`src/rtl/fetch_unit.sv`:
```
`timescale 1ns/1ps
`default_nettype none
// ============================================================================
// Module      : fetch_unit
// Description : Instruction-fetch front end. Owns the PC, issues single-word
//               reads to instruction memory (one outstanding at most), and
//               buffers returned words with their PCs in a small FIFO that
//               decode drains through a valid/ready handshake. Redirects
//               flush the buffer and discard any in-flight response.
//               Optional macro FETCH_MISALIGN_TRAP_EN: a misaligned redirect
//               raises fault_o and parks the unit in HALT until an aligned
//               redirect or reset.
// Revision    : 1.0 - initial release
// ============================================================================
module fetch_unit #(
   parameter logic [31:0] RESET_PC   = 32'h0000_0000,
   parameter int          FIFO_DEPTH = 2
) (
   input  logic        clk_i,
   input  logic        reset_i,
   input  logic        enable_i,
   input  logic        redirect_i,
   input  logic [31:0] redirect_pc_i,
   output logic        imem_req_o,
   output logic [31:0] imem_addr_o,
   input  logic        imem_valid_i,
   input  logic [31:0] imem_data_i,
   output logic        valid_o,
   input  logic        ready_i,
   output logic [31:0] instr_o,
   output logic [31:0] pc_o,
   output logic [31:0] pc_plus4_o,
   output logic        fault_o
);

   localparam int                PTR_W    = $clog2(FIFO_DEPTH);
   localparam int                CNT_W    = PTR_W + 1;
   localparam logic [CNT_W-1:0]  DEPTH_C  = CNT_W'(FIFO_DEPTH);
   localparam logic [CNT_W-1:0]  DEPTH_M1 = CNT_W'(FIFO_DEPTH - 1);

   typedef enum logic [1:0] {
      ST_IDLE = 2'd0,
      ST_WAIT = 2'd1,
      ST_HALT = 2'd2
   } state_t;

   state_t             state_q, state_d;
   logic [31:0]        pc_q, pc_d;
   logic [31:0]        fetch_pc_q, fetch_pc_d;
   logic               discard_q, discard_d;
   logic [PTR_W-1:0]   rd_ptr_q, rd_ptr_d;
   logic [PTR_W-1:0]   wr_ptr_q, wr_ptr_d;
   logic [CNT_W-1:0]   count_q, count_d;
   logic [31:0]        fifo_instr_q [FIFO_DEPTH];
   logic [31:0]        fifo_instr_d [FIFO_DEPTH];
   logic [31:0]        fifo_pc_q    [FIFO_DEPTH];
   logic [31:0]        fifo_pc_d    [FIFO_DEPTH];

   logic               push, pop, issue, flush;
   logic [31:0]        redirect_target;

`ifdef FETCH_MISALIGN_TRAP_EN
   logic               fault_q, fault_d;
   logic               misaligned;

   assign misaligned      = (redirect_pc_i[1:0] != 2'b00);
   assign redirect_target = redirect_pc_i;
   assign fault_o         = fault_q;
`else
   logic [1:0]         unused_redirect_lsbs;

   // Without the trap, the low address bits are simply forced to word alignment.
   assign unused_redirect_lsbs = redirect_pc_i[1:0];
   assign redirect_target      = {redirect_pc_i[31:2], 2'b00};
   assign fault_o              = 1'b0;
`endif

   // Buffer head; outputs read as zero while the buffer is empty.
   assign valid_o     = (count_q != '0);
   assign instr_o     = valid_o ? fifo_instr_q[rd_ptr_q] : 32'h0;
   assign pc_o        = valid_o ? fifo_pc_q[rd_ptr_q]    : 32'h0;
   assign pc_plus4_o  = pc_o + 32'd4;
   assign imem_addr_o = pc_q;

   // Next-state: redirect first, then response handling, issue, and FIFO bookkeeping.
   always_comb begin
      state_d      = state_q;
      pc_d         = pc_q;
      fetch_pc_d   = fetch_pc_q;
      discard_d    = discard_q;
      rd_ptr_d     = rd_ptr_q;
      wr_ptr_d     = wr_ptr_q;
      count_d      = count_q;
      fifo_instr_d = fifo_instr_q;
      fifo_pc_d    = fifo_pc_q;
      imem_req_o   = 1'b0;
      push         = 1'b0;
      pop          = 1'b0;
      issue        = 1'b0;
      flush        = 1'b0;
`ifdef FETCH_MISALIGN_TRAP_EN
      fault_d      = fault_q;
`endif

      if (redirect_i) begin
         flush = 1'b1;
         pc_d  = redirect_target;
`ifdef FETCH_MISALIGN_TRAP_EN
         if (misaligned) begin
            state_d   = ST_HALT;
            fault_d   = 1'b1;
            discard_d = 1'b0;
         end else begin
            fault_d = 1'b0;
            if (state_q == ST_WAIT && !imem_valid_i) begin
               discard_d = 1'b1;
            end else begin
               state_d   = ST_IDLE;
               discard_d = 1'b0;
            end
         end
`else
         if (state_q == ST_WAIT && !imem_valid_i) begin
            discard_d = 1'b1;
         end else begin
            state_d   = ST_IDLE;
            discard_d = 1'b0;
         end
`endif
      end else begin
         pop = valid_o & ready_i;
         unique case (state_q)
            ST_IDLE: issue = enable_i && (count_q < DEPTH_C);
            ST_WAIT: begin
               if (imem_valid_i) begin
                  push      = !discard_q;
                  discard_d = 1'b0;
                  // Space check ignores a same-cycle pop so a push is never lost.
                  issue     = enable_i && (count_q < DEPTH_M1);
                  if (!issue) begin
                     state_d = ST_IDLE;
                  end
               end
            end
            default: ;
         endcase
      end

      if (issue) begin
         imem_req_o = 1'b1;
         fetch_pc_d = pc_q;
         pc_d       = pc_q + 32'd4;
         state_d    = ST_WAIT;
      end

      if (flush) begin
         rd_ptr_d = '0;
         wr_ptr_d = '0;
         count_d  = '0;
      end else begin
         if (push) begin
            fifo_instr_d[wr_ptr_q] = imem_data_i;
            fifo_pc_d[wr_ptr_q]    = fetch_pc_q;
            wr_ptr_d               = wr_ptr_q + 1'b1;
         end
         if (pop) begin
            rd_ptr_d = rd_ptr_q + 1'b1;
         end
         count_d = count_q + {{PTR_W{1'b0}}, push} - {{PTR_W{1'b0}}, pop};
      end
   end

   // Control state register with synchronous reset.
   always_ff @(posedge clk_i) begin
      if (reset_i) begin
         state_q    <= ST_IDLE;
         pc_q       <= RESET_PC;
         fetch_pc_q <= RESET_PC;
         discard_q  <= 1'b0;
         rd_ptr_q   <= '0;
         wr_ptr_q   <= '0;
         count_q    <= '0;
`ifdef FETCH_MISALIGN_TRAP_EN
         fault_q    <= 1'b0;
`endif
      end else begin
         state_q    <= state_d;
         pc_q       <= pc_d;
         fetch_pc_q <= fetch_pc_d;
         discard_q  <= discard_d;
         rd_ptr_q   <= rd_ptr_d;
         wr_ptr_q   <= wr_ptr_d;
         count_q    <= count_d;
`ifdef FETCH_MISALIGN_TRAP_EN
         fault_q    <= fault_d;
`endif
      end
   end

   // Buffer storage needs no reset: entries are only visible once counted.
   always_ff @(posedge clk_i) begin
      fifo_instr_q <= fifo_instr_d;
      fifo_pc_q    <= fifo_pc_d;
   end

endmodule
`default_nettype wire

```
`config.mk`:
```
export PLATFORM = sky130hd
export DESIGN_NAME = fetch_unit
export DESIGN_NICKNAME = d
export VERILOG_FILES = /design/src/rtl/fetch_unit.sv
export SDC_FILE = /design/constraint.sdc
export NUM_CORES = 1
export LEC_CHECK = 0
export CORE_MARGIN = 4
export CORE_UTILIZATION = 47
export DETAILED_ROUTE_END_ITERATION = 16
export GPL_ROUTABILITY_DRIVEN = 0
export PLACE_DENSITY = 0.76
export SETUP_SLACK_MARGIN = 0.2
export SLEW_MARGIN = 40
export SYNTH_ARGS = -nofsm -noshare
export SYNTH_HDL_FRONTEND = slang
export SYNTH_SLANG_ARGS = --single-unit
```
`constraint.sdc`:
```
create_clock -name clk_i -period 5.7 [get_ports clk_i]
set_input_delay 1.71 -clock clk_i [delete_from_list [all_inputs] [get_ports clk_i]]
set_output_delay 1.71 -clock clk_i [all_outputs]
set_load 0.01 [all_outputs]
```
* Word level (Yosys, flattened, before mapping)
Index checks and enable logic that the tools add are counted.
** Storage, ports and cells
- Register bits after elaboration :: 199
- Input bits :: 70
- Output and inout bits :: 131
** Operators by class
- Add/subtract/negate cells :: 6
- $lt $le $gt $ge :: 5
- Equality and inequality tests :: 5
- Multiplexer cells :: 33
- Bitwise logic cells :: 4
- Reduce and logical (&&, ||, !) cells :: 19
** Operators with widths (number)
- two-way mux 32 bit :: 11
- bitwise mux 64 bit :: 2
- adder 32 x 3 -> 32 bit, second input constant :: 2
- demux 32 bit (select 1 bit) :: 1
- two-way mux 1 bit :: 13
- two-way mux 2 bit :: 5
- AND reduction 4 bit :: 2
- nonzero test 2 bit :: 4
- inequality test 3 bit, second input constant :: 2
- nonzero test 3 bit :: 2
- greater-or-equal comparator 2 bit, second input constant :: 2
- logical AND 1 bit :: 4
- < comparator 2 x 1 -> 1 bit, second input constant :: 2
- inequality test 2 bit, second input constant :: 2
- inverter 1 -> 2 bit :: 2
- AND reduction 2 bit :: 2
- OR reduction 2 bit :: 2
- adder 1 bit, second input constant :: 2
- adder 2 x 1 -> 2 bit :: 1
- equality test 2 x 1 -> 1 bit, second input constant :: 1
- zero test 1 bit :: 2
- zero test 2 bit :: 1
- < comparator 2 bit, second input constant :: 1
- one-hot mux 1 bit (2 select lines) :: 1
- 3 further kinds :: 3

* Depth between registers and ports, before layout
- Depth after elaboration :: 7
- Mapped depth :: 14
- Gate-level depth less buffers :: 10

* Least setup slack after synthesis
OpenSTA, ideal clock, no wires.
- Path type :: input -> register
- From :: input port imem_valid_i
- To :: register fifo_instr_q[32] in the netlist's numbering, enable pin
- Setup time :: 0.482 ns
- Arrival time :: 4.710 ns
- Required time :: 5.218 ns
- Path slack :: 0.508 ns
- Cell stages on the path :: 4
- Cells stage by stage :: nand2_1 nor3_1 inv_1 nor2_1
** Between the ends
- Cells in the longest elaborated chain, start to end :: 4
** Ends and longest elaborated chain
- start, declared :: line 26 : input logic imem_valid_i,
- two-way mux 1 bit :: line 135 : if (imem_valid_i) begin
- two-way mux 1 bit :: line 132 : unique case (state_q)
- two-way mux 1 bit :: line 105 : if (redirect_i) begin
- AND reduction 2 bit (no source line)
- end signal, assigned :: line 202 : fifo_instr_q <= fifo_instr_d;
- end, declared :: line 54 : logic [31:0] fifo_instr_q [FIFO_DEPTH];
Every way passes these cells.
A chain may end at the register's enable or synchronous reset.

* Worst setup path after layout
- From :: input port imem_valid_i
- To :: output port imem_req_o
** Between the ends
- Cells in the longest elaborated chain, start to end :: 4
** Ends and longest elaborated chain
- two-way mux 1 bit :: line 135
- one-hot mux 1 bit (2 select lines) :: line 132
- two-way mux 1 bit :: line 105
- two-way mux 1 bit :: line 149 : if (issue) begin
- end, declared :: line 24 : output logic imem_req_o,
Every way passes these cells.

==> impl_results.md <==
* Crit path DAT at between 3 and 4 ns
* Cell row count at 48
* Maximum vdd ir drop at roughly 0.23 mV
* Share of cells above drive strength 1 at 0.0759
* H-tree levels at 4
* Sequential fraction of the synthesis area at 0.599
* Hold path depth at 0
* Slowest-stage cell, CP: clkdlybuf4s50_1
* Syn Inst Count at approximately 740
* Initial antenna violation count at 0
* Via Count at around 6000
* Clock Skews at a little over 0.007 ns
* Gr usage total at 0.190
* Antenna diodes at 0
* Max Cap Viol at 0
* Reg clk slew, reported paths at 0.07 ns
* Int Power at roughly 0.0022 W
* Final Hold Fails at 0
* Area delta synth->final at 31.8%
* Chip width at approximately 140 um
* Combinational Power Share at 0.062
* CP startpoint kind: primary input
* Most frequent CP cell: clkdlybuf4s50_1
* Period minus WS final at about 5.2 ns
* Final-stage net count at approximately 1000
* Final wirelength at around 19 mm
* I/O pins at 201
* CP Cell Sequence: clkdlybuf4s50_1, nand2b_1, a211o_1, inv_2, clkdlybuf4s50_1
* HPWL after DPL at between 10 and 15 mm
* Setup violators final at 0
* CP max stage delay at around 0.53 ns
* Drc violations at 0
* Initial Util at 0.483
* Worst hold endpoint: fifo_pc_q[29]
* Via density at ~5.2
* Async set-or-reset flop fraction in the synthesized netlist at 0
* Reg2reg start: state_q[0]
* Status: completed
* Reg-to-reg endpoint: fifo_instr_q[38]
* Vias in the first global route at 5832
* Least-Margin Pin Slew at between 0.8 and 0.9 ns
* Post-CTS Hold Fix Bufs at 0
* ANT nets after route at 0
* Setup_tns at 0 ns
* Number of flops mapped to enable cells by yosys at between 100 and 150
* CTS Buf Count at 17
* CTS tree: done
* Yosys reg bits at between 150 and 200
* Syn avg cell area at 11.3 um^2
* Clock latency on the worst-skew pair at between 0.4 and 0.5 ns
* Hold Crit Class: reg2reg
* Most frequent cells in the layout: clkdlybuf4s50_1, edfxtp_1, nor2_1, nand2_1, mux2i_1
* Clock Path Buffers at 2
* YS warnings at 0
* RSZ-0062 raised after global routing: false
* Critical Path RT at 3.99 ns
* DR iter-0 viols at about 290
* Fmax at approximately 190 MHz
* Mapped Area at ~8400 um^2
* Core Box Area at ~17000 um^2
* Commonest non-fill, non-tap cell in the layout: clkdlybuf4s50_1
* Seq pwr share at 0.536
* WHS at between 0.4 and 0.5 ns
* Ys flop type: edfxtp_1
* Pwr/cell area at 254 nW/um^2
* Die ar. at 20100 um^2
* Slew Viols, Final at 0
* I/O Buffers at roughly 190
* CTS sink cnt at between 150 and 200
* Die Y at ~140 um
* Beginning of the worst hold path: fetch_pc_q[29]
* Critical Path Source: imem_valid_i
* Sw Pwr at 0.000616 W
* Leak Pwr at 3.73 nW
* Library cells used by synthesis at 54
* First-pass GRT wire length at 30.4 mm
* Grt ovf at 0
* FF-to-FF setup slack at 3.20 ns
* CP Max Fanout at 7
* Initial DRT Pass Iterations at 5
* Clock share of power at 0.402
* Routed len/inst at approximately 16 um
* Pin count of the biggest net entering global routing at 67
* Max-Slew Margin vs Limit at 0.426
* Sw Ratio at 0.218
* Clock Tree Root: clkbuf_16
* R2R depth at 5
* WS Path Type: in2out
* Element type at the critical path end: primary output
* Period utilization at 0.918
[registers in the layout, summed over array words and instances, names as in the netlist]
signal / count
imem_addr_o: 30
fifo_pc_q: 60
discard_q: 1
state_q: 1
fetch_pc_q: 30
fifo_instr_q: 64
rd_ptr_q: 1
count_q: 2
wr_ptr_q: 1
[cells in the mapped netlist (3+ instances only)]
master / number / area, um^2
edfxtp_1: 124 / 3720
nor2_1: 102 / 383
nand2_1: 98 / 368
mux2i_1: 68 / 681
dfxtp_1: 66 / 1320
a21oi_1: 49 / 245
xnor2_1: 36 / 315
nand3_1: 22 / 110
clkbuf_1: 21 / 78.8
xor2_1: 16 / 140
nand4_1: 12 / 75.1
nor3_1: 12 / 60.1
buf_2: 10 / 50.1
inv_1: 10 / 37.5
a211oi_1: 9 / 67.6
and3_1: 7 / 43.8
buf_4: 7 / 52.6
buf_1: 6 / 22.5
and2_1: 5 / 31.3
a2111oi_0: 4 / 35.0
buf_6: 4 / 45.0
ha_1: 4 / 50.1
mux2_2: 4 / 45.0
nor3_2: 4 / 40.0
nand2b_1: 3 / 18.8
nor3b_1: 3 / 22.5
[per-stage QoR]
| step | instance area [um^2] | power, W | util | setup WS, ns | cells |
|---|---|---|---|---|---|
| floorplan | 8440 | 0.00162 | - | 0.508 | 749 |
| global placement | 10500 | 0.00171 | 0.603 | 0.490 | 1128 |
| detailed placement | 10500 | 0.00172 | 0.603 | 0.491 | 1128 |
| CTS | 11100 | 0.00285 | 0.636 | 0.206 | 1160 |
| global route | 11100 | 0.00292 | 0.637 | 0.269 | 1161 |
| finish | 11100 | 0.00282 | 0.637 | 0.466 | 1161 |
[worst max-delay path: cells and delay by family]
family,cells,cell delay [ns]
buf+inv,3,1.14
simple gates,1,0.24
compound gates,1,0.43
[power by group through the flow]
stage,Clock [W],Combinational [W],Sequential (W)
after global placement,0,0.000171,0.00154
after detailed placement,0,0.000173,0.00154
after CTS,0.00116,0.000175,0.00151
after floorplan,0,0.0000750,0.00154
after global routing,0.00122,0.000190,0.00152
final,0.00113,0.000174,0.00151
[cell families after synthesis]
family | after synthesis | synth area share
AO/OA/AOI/OAI | 79 | 0.0635
AND/OR/NAND/NOR | 285 | 0.156
other | 1 | 0.000445
flip-flops | 190 | 0.599
buffers and inverters | 60 | 0.0349
multiplexers | 72 | 0.0862
XOR/XNOR | 52 | 0.0541
adder cells (fa/ha/maj) | 4 | 0.00594
[layer usage]
layer | share of wire | global-route usage | vias to the layer above
met3 | 0.071 | 0.0455 | 27
met5 | 0 | 0 | -
met1 | 0.45 | 0.263 | 2776
met2 | 0.46 | 0.299 | 212
li1 | - | - | 2977
met4 | 0.017 | 0.0581 | 0
[final cells by class]
cell class	count	area, um^2
Clock buffer	20	447
Clock inverter	12	123
Fill cell	1420	6320
Inverter	12	45.0
Multi-Input combinational cell	499	3120
Sequential cell	190	5050
Tap cell	225	282
Timing Repair Buffer	203	2030
[repair_timing]
action / in CTS / in global routing
resized for setup: 0 / 0
endpoints found under the setup margin: 0 / 4
setup buffers: 0 / 1
hold endpoints to repair: 0 / 0
[worst max-delay path by stage]
stage / depth (start not counted) / slack, ns / to
2_1_floorplan: 4 / 0.51 / fifo_instr_q[32]
3_3_place_gp: 5 / 0.49 / imem_req_o
3_5_place_dp: 5 / 0.49 / imem_req_o
4_1_cts: 9 / 0.21 / pc_plus4_o[28]
5_1_grt: 9 / 0.27 / pc_plus4_o[28]
6_report: 5 / 0.47 / imem_req_o
Power figures use the tool's default switching activity.
